**config.mk**
```make
export PLATFORM = sky130hd
export DESIGN_NAME = sram_port_arbiter
export DESIGN_NICKNAME = d
export VERILOG_FILES = /design/src/rtl/sram_port_arbiter.sv
export SDC_FILE = /design/constraint.sdc
export NUM_CORES = 1
export LEC_CHECK = 0
export ABC_CLOCK_PERIOD_IN_PS = 2900
export CORE_AREA = 2 2 88 90
export DETAILED_ROUTE_END_ITERATION = 6
export DIE_AREA = 0 0 90 92
export DONT_BUFFER_PORTS = 1
export SLEW_MARGIN = 30
export SYNTH_ARGS = -nofsm -noshare
export SYNTH_HDL_FRONTEND = slang
export SYNTH_SLANG_ARGS = --single-unit
```
**constraint.sdc**
```tcl
create_clock -name clk -period 2.9 [get_ports clk]
set_input_delay 0.145 -clock clk [delete_from_list [all_inputs] [get_ports clk]]
set_output_delay 0.145 -clock clk [all_outputs]
set_load 0.005 [all_outputs]
```
**src/rtl/sram_port_arbiter.sv**
```systemverilog
// Single-port SRAM arbiter between an instruction-fetch port and a load/store port.
// Data has priority; a saturating starvation counter forces an inst grant after STARVE_LIMIT denials.
module sram_port_arbiter #(
    parameter int AW           = 17,
    parameter int STARVE_LIMIT = 4
) (
    input  logic          clk,
    input  logic          rst,
    input  logic          inst_req,
    input  logic [31:0]   inst_addr,
    output logic          inst_gnt,
    output logic          inst_rvalid,
    input  logic          data_req,
    input  logic          data_we,
    input  logic [31:0]   data_addr,
    input  logic [3:0]    data_sel,
    input  logic [31:0]   data_wdata,
    output logic          data_gnt,
    output logic          data_rvalid,
    output logic [31:0]   rdata,
    output logic          sram_ce,
    output logic          sram_we,
    output logic [AW-1:0] sram_addr,
    output logic [3:0]    sram_sel,
    output logic [31:0]   sram_wdata,
    input  logic [31:0]   sram_rdata,
    output logic          inst_stall,
    output logic          data_stall
);

    typedef enum logic [1:0] {
        RET_NONE,
        RET_INST,
        RET_DATA
    } ret_t;

    localparam logic [3:0] LIMIT = 4'(STARVE_LIMIT);

    ret_t       state, state_next;
    logic [3:0] starve_cnt, starve_next;
    logic       grant_inst, grant_data;

    // Byte-offset and above-window address bits never reach the SRAM.
    logic unused_addr_bits;
    assign unused_addr_bits = ^{inst_addr[31:AW+2], inst_addr[1:0],
                                data_addr[31:AW+2], data_addr[1:0]};

    always_ff @(posedge clk or posedge rst) begin
        if (rst) begin
            state      <= RET_NONE;
            starve_cnt <= 4'd0;
        end else begin
            state      <= state_next;
            starve_cnt <= starve_next;
        end
    end

    // Grants are gated by rst so every output reads zero while reset is held.
    always_comb begin
        grant_inst = !rst && inst_req && (!data_req || (starve_cnt == LIMIT));
        grant_data = !rst && data_req && !grant_inst;
    end

    always_comb begin
        inst_gnt   = grant_inst;
        data_gnt   = grant_data;
        inst_stall = !rst && inst_req && !grant_inst;
        data_stall = !rst && data_req && !grant_data;
    end

    always_comb begin
        sram_ce    = 1'b0;
        sram_we    = 1'b0;
        sram_addr  = '0;
        sram_sel   = 4'h0;
        sram_wdata = 32'h0;
        if (grant_inst) begin
            sram_ce   = 1'b1;
            sram_sel  = 4'hF;
            sram_addr = inst_addr[AW+1:2];
        end else if (grant_data) begin
            sram_ce    = 1'b1;
            sram_we    = data_we;
            sram_sel   = data_sel;
            sram_addr  = data_addr[AW+1:2];
            sram_wdata = data_wdata;
        end
    end

    // Return tag remembers who owns next cycle's sram_rdata; writes return nothing.
    always_comb begin
        state_next  = RET_NONE;
        starve_next = starve_cnt;
        if (grant_inst) begin
            state_next = RET_INST;
        end else if (grant_data && !data_we) begin
            state_next = RET_DATA;
        end
        if (!inst_req || grant_inst) begin
            starve_next = 4'd0;
        end else if (starve_cnt < LIMIT) begin
            starve_next = starve_cnt + 4'd1;
        end
    end

    always_comb begin
        inst_rvalid = (state == RET_INST);
        data_rvalid = (state == RET_DATA);
        rdata       = (inst_rvalid || data_rvalid) ? sram_rdata : 32'h0;
    end

endmodule

```
---- Yosys cells after proc, flatten, opt, wreduce, memory -nomap -nowiden ----
Index checks and enable logic that the tools add are counted.
storage, ports and cells
  bits in registers ....................... 6
  bits of input ports ..................... 137
  output and inout bits ................... 93
  logic and storage cells ................. 39
cells by class
  add/subtract/negate cells ............... 1
  magnitude comparators ................... 1
  equal/unequal tests ..................... 3
  multiplexer cells ....................... 15
  reductions and logical operators ........ 17
operators with widths
  kind                   number
  $mux W32               3
  $mux W17               2
  $mux W4                4
  $logic_and A1 B1 Y1    7
  $logic_not A1 Y1       6
  $add A4 B1 Y4 const B  1
  $eq A4 B3 Y1 const B   1
  $lt A4 B3 Y1 const B   1
  $mux W1                4
  $mux W2                2
  $logic_or A1 B1 Y1     3
  $eq A2 B1 Y1 const B   1
  $eq A2 B2 Y1 const B   1
  $reduce_bool A2 Y1     1

---- Longest topological paths before layout ----
  depth in word-level cells ............... 8
  gate-level depth with buffers ........... 6

---- Least setup slack after synthesis ----
No wires, ideal clock.
  path type ............................... register to output
  from .................................... register starve_cnt[0]
  to ...................................... output port sram_wdata[16]
  arrival ................................. 1336 ps
  required time ........................... 2755 ps
  path slack .............................. 1419 ps
  stages on the path, launching flop included .. 7
  buffers on the path ..................... 1
  cell sequence ........................... dfrtp_1 inv_1 ha_1 and3b_1 a21boi_4 buf_2 and2_1
on the way
  cells in the longest elaborated chain, start to end .. 7
ends and longest elaborated chain
  what                      line  source
  start: declaration        40    logic [3:0] starve_cnt, starve_next;
  start signal: assignment  54    starve_cnt <= starve_next;
  $eq A4 B3 Y1              60    grant_inst = !rst && inst_req && (!data_req || (starve_cnt == LIMIT));
  $logic_or A1 B1 Y1        60
  $logic_and A1 B1 Y1       60
  $logic_not A1 Y1          61    grant_data = !rst && data_req && !grant_inst;
  $logic_and A1 B1 Y1       61
  net data_gnt              18    output logic data_gnt,
  $mux W32                  81    end else if (grant_data) begin
  $mux W32                  77    if (grant_inst) begin
  end: declaration          25    output logic [31:0] sram_wdata,
The timed path passes the listed nets, and every way through them passes these cells.

---- Final worst setup path ----
  from .................................... register starve_cnt[0]
  to ...................................... output port sram_wdata[8]
on the way
  cells in the longest elaborated chain, start to end .. 7
ends and longest elaborated chain
  what                   line
  $eq A4 B3 Y1 *         60
  $logic_or A1 B1 Y1 *   60
  $logic_and A1 B1 Y1 *  60
  $logic_not A1 Y1       61
  $logic_and A1 B1 Y1    61
  $mux W32               81
  $mux W32 *             77
Mark *: on every way between the ends. The rest lies on a longest branch, timed or not.

==> metrics <==
post_cts resized=0; setup TNS=0 ns; full die area=approximately 8300 um2; max cap viols=0; unrepaired setup endpoints after global routing=no; Reg area=approximately 150 um2; Residual DRC=0; # IOs=230; # nets final=roughly 270; Async S/R FF share, synth=1.00; routed via count=990; Die X=about 90 um; Worst Path Buf+Inv=2; first-pass GRT wire length=slightly above 5000 um; GRT overflow=0; combinational family with the most area after synthesis=simple AND/OR/NAND/NOR gates; synth cell count leaders=34 x and2_1, 34 x nor2b_1, 17 x a22o_1, 6 x dfrtp_1; complex-gate fraction of the synthesized area=0.208; number of flops mapped to enable cells by yosys=0; GRT Total Usage=0.0798; top cells by area, synth=and2_1 21%, nor2b_1 21%, dfrtp_1 15%, a22o_1 15%, ha_1 4.9%; number of port buffers=0; hold_buf cts=2; post-synthesis simple-gate area fraction=0.495; CP max stage cell=dfrtp_1; max incr delay on CP=between 0.3 and 0.4 ns; area leader, netlist=and2_1; initial core utilization=0.136; routed len/inst=~16 um; vias in the first global route=between 800 and 900; drt total wl=3820 um; endpoints failing hold=0; Critical Path, Cell by Cell=inv_1 -> ha_1 -> and3b_1 -> a21boi_4 -> buf_4 -> and2_1; clk_lat worst skew=between 0.2 and 0.25 ns; yosys warns=0; max-slew violations=0; worst reg-to-reg setup slack=roughly 1.3 ns; routability cong.=0.729; cell leakage power=around 0.48 nW; Hold Crit Start=inst_req; Slew headroom=0.435; multi-input logic area=~780 um2; final core occ=0.157; Max clock buf depth=2; row count=32; Hold Path Sink=starve_cnt[3]; CTS Sinks=6; #FFs+latches synth=6; antenna viol nets, final=0; Seq/Total Area, Yosys=0.148; ys flop type=dfrtp_1; pin count of the biggest net entering global routing=53; Critical Path Sink Type=output port; post-synthesis cell area=about 1000 um2; Hold Crit Class=input pin to register; Worst Skew=0.00320 ns; critical path depth in cells=6; Final Cycle Share=0.701; Root Driver=clkbuf_8; r2r endpoint=state[1]; filler instances=approximately 840; CTS tree=done; Worst Setup Start Kind=register; Hold Path Stages=2; syn nets=between 200 and 300; H-Tree Depth=1; share of layout cells above drive strength 1=0.0620; Final Non-Filler Cells=235; outcome=finished, final reports clean; Arr. time, crit path=1.89 ns; library cells used by synthesis=23; Peak VDD IR=about 0.090 mV; Setup Buffers After CTS=0; total CTS buffers=3; Mapped Avg Cell Area=7.70 um2; Tmin final=2.03 ns; Final HPWL DP=3260 um; Syn-to-layout area delta=14.8%; die height=about 92 um; clk slew on worst S/H paths=about 0.040 ns; Register-to-Register Path Depth=6; Worst R2R Start=starve_cnt[0]; post-synth top area share=0.209; Crit Path Max Fanout=52; # placed instances=around 230; WS Path Type=register to output port; # setup viols final=0; Worst-Margin Slew=around 0.85 ns; number of DRC markers in iteration 0=45; synthesized-area fraction occupied by adder cells=0.0493; Synth Area in XOR/XNOR=0.00862; vias per cell=around 4.2; core region area=about 7400 um2; Mapped Cells=132; share of synthesized area spent on multiplexers=0.00985; initial antenna violation count=4; Crit path required time=2.76 ns; critical path's top delay family=simple AND/OR/NAND/NOR gates; Cell Pwr Density=298 nW/um2; f_max=a little under 500 MHz; DRT Pass-1 Iters=4
-- kinds of logic (layout without fill, tap and decap cells) --
logic type | Yosys count | after routing
AO/OA/AOI/OAI | 24 | 24
adder cells (fa/ha/maj) | 4 | 4
flip-flops | 6 | 6
buffers and inverters | 15 | 12
other | 0 | 4
multiplexers | 1 | 1
XOR/XNOR | 1 | 1
AND/OR/NAND/NOR | 81 | 81
-- cell type report --
cell class | instances | share of cell area
multi-input combinational | 111 | 0.672
antenna | 4 | 0.00858
timing repair buffer | 4 | 0.0300
tap | 102 | 0.109
sequential | 6 | 0.129
inverter | 5 | 0.0161
clock buffer | 3 | 0.0354
-- cell usage in the layout, fill, tap and decap left out, types with 2 or more instances in the layout --
cell | netlist | routed
inv_1 | 5 | 5
dlygate4sd3_1 | 0 | 2
ha_1 | 4 | 4
clkbuf_8 | 0 | 3
nor2_1 | 5 | 5
dfrtp_1 | 6 | 6
a21o_1 | 4 | 4
and2_1 | 34 | 34
diode_2 | 0 | 4
nor3b_1 | 3 | 3
nor2b_1 | 34 | 34
a22o_1 | 17 | 17
buf_4 | 2 | 2
-- metal layers --
metal | up-vias | global-route usage | routed length (um)
met4 | 0 | 0.0269 | 45
met3 | 4 | 0.0304 | 462
met5 | - | 0 | 0
met1 | 432 | 0.0809 | 1320
met2 | 122 | 0.150 | 1990
li1 | 432 | - | -
-- sequential cells by signal (all words and copies together), names as in the netlist --
name	flops
starve_cnt	4
state	2
-- power breakdown --
part	switching (W)	internal, W	total, W	leakage, nW
combinational	0.0000691	0.0000523	0.000121	0.379
sequential	0.00000472	0.0000897	0.0000944	0.0807
clock	0.0000421	0.0000897	0.000132	0.0216
-- worst max path at each step --
stage / startpoint / end
final: starve_cnt[0] / sram_wdata[8]
after global routing: starve_cnt[0] / sram_wdata[31]
after CTS: starve_cnt[0] / sram_wdata[31]
after detailed placement: starve_cnt[0] / sram_wdata[31]
after global placement: starve_cnt[0] / sram_wdata[4]
after floorplan: starve_cnt[0] / sram_wdata[16]
-- through the flow --
| step | cell area (um2) | setup WS (ns) | total power [W] | hold WS, ns |
|---|---|---|---|---|
| after floorplan | 1020 | 1.42 | 0.000200 | -0.0640 |
| after global placement | 1090 | 1.13 | 0.000214 | -0.0408 |
| after detailed placement | 1090 | 1.07 | 0.000217 | -0.0313 |
| after CTS | 1160 | 0.826 | 0.000350 | 0.0349 |
| after global routing | 1160 | 0.715 | 0.000370 | 0.0455 |
| final | 1170 | 0.866 | 0.000348 | 0.0376 |
-- worst reg2reg max path: cells and delay by family, from the launching register on --
family	cells	cell delay [ns]
AOI/OAI and AO/OA	1	0.15
adders and majority gates	1	0.20
buffers and inverters	2	0.44
and+or+nand+nor	2	0.40
DFF	1	0.39
Power figures use the tool's default switching activity.
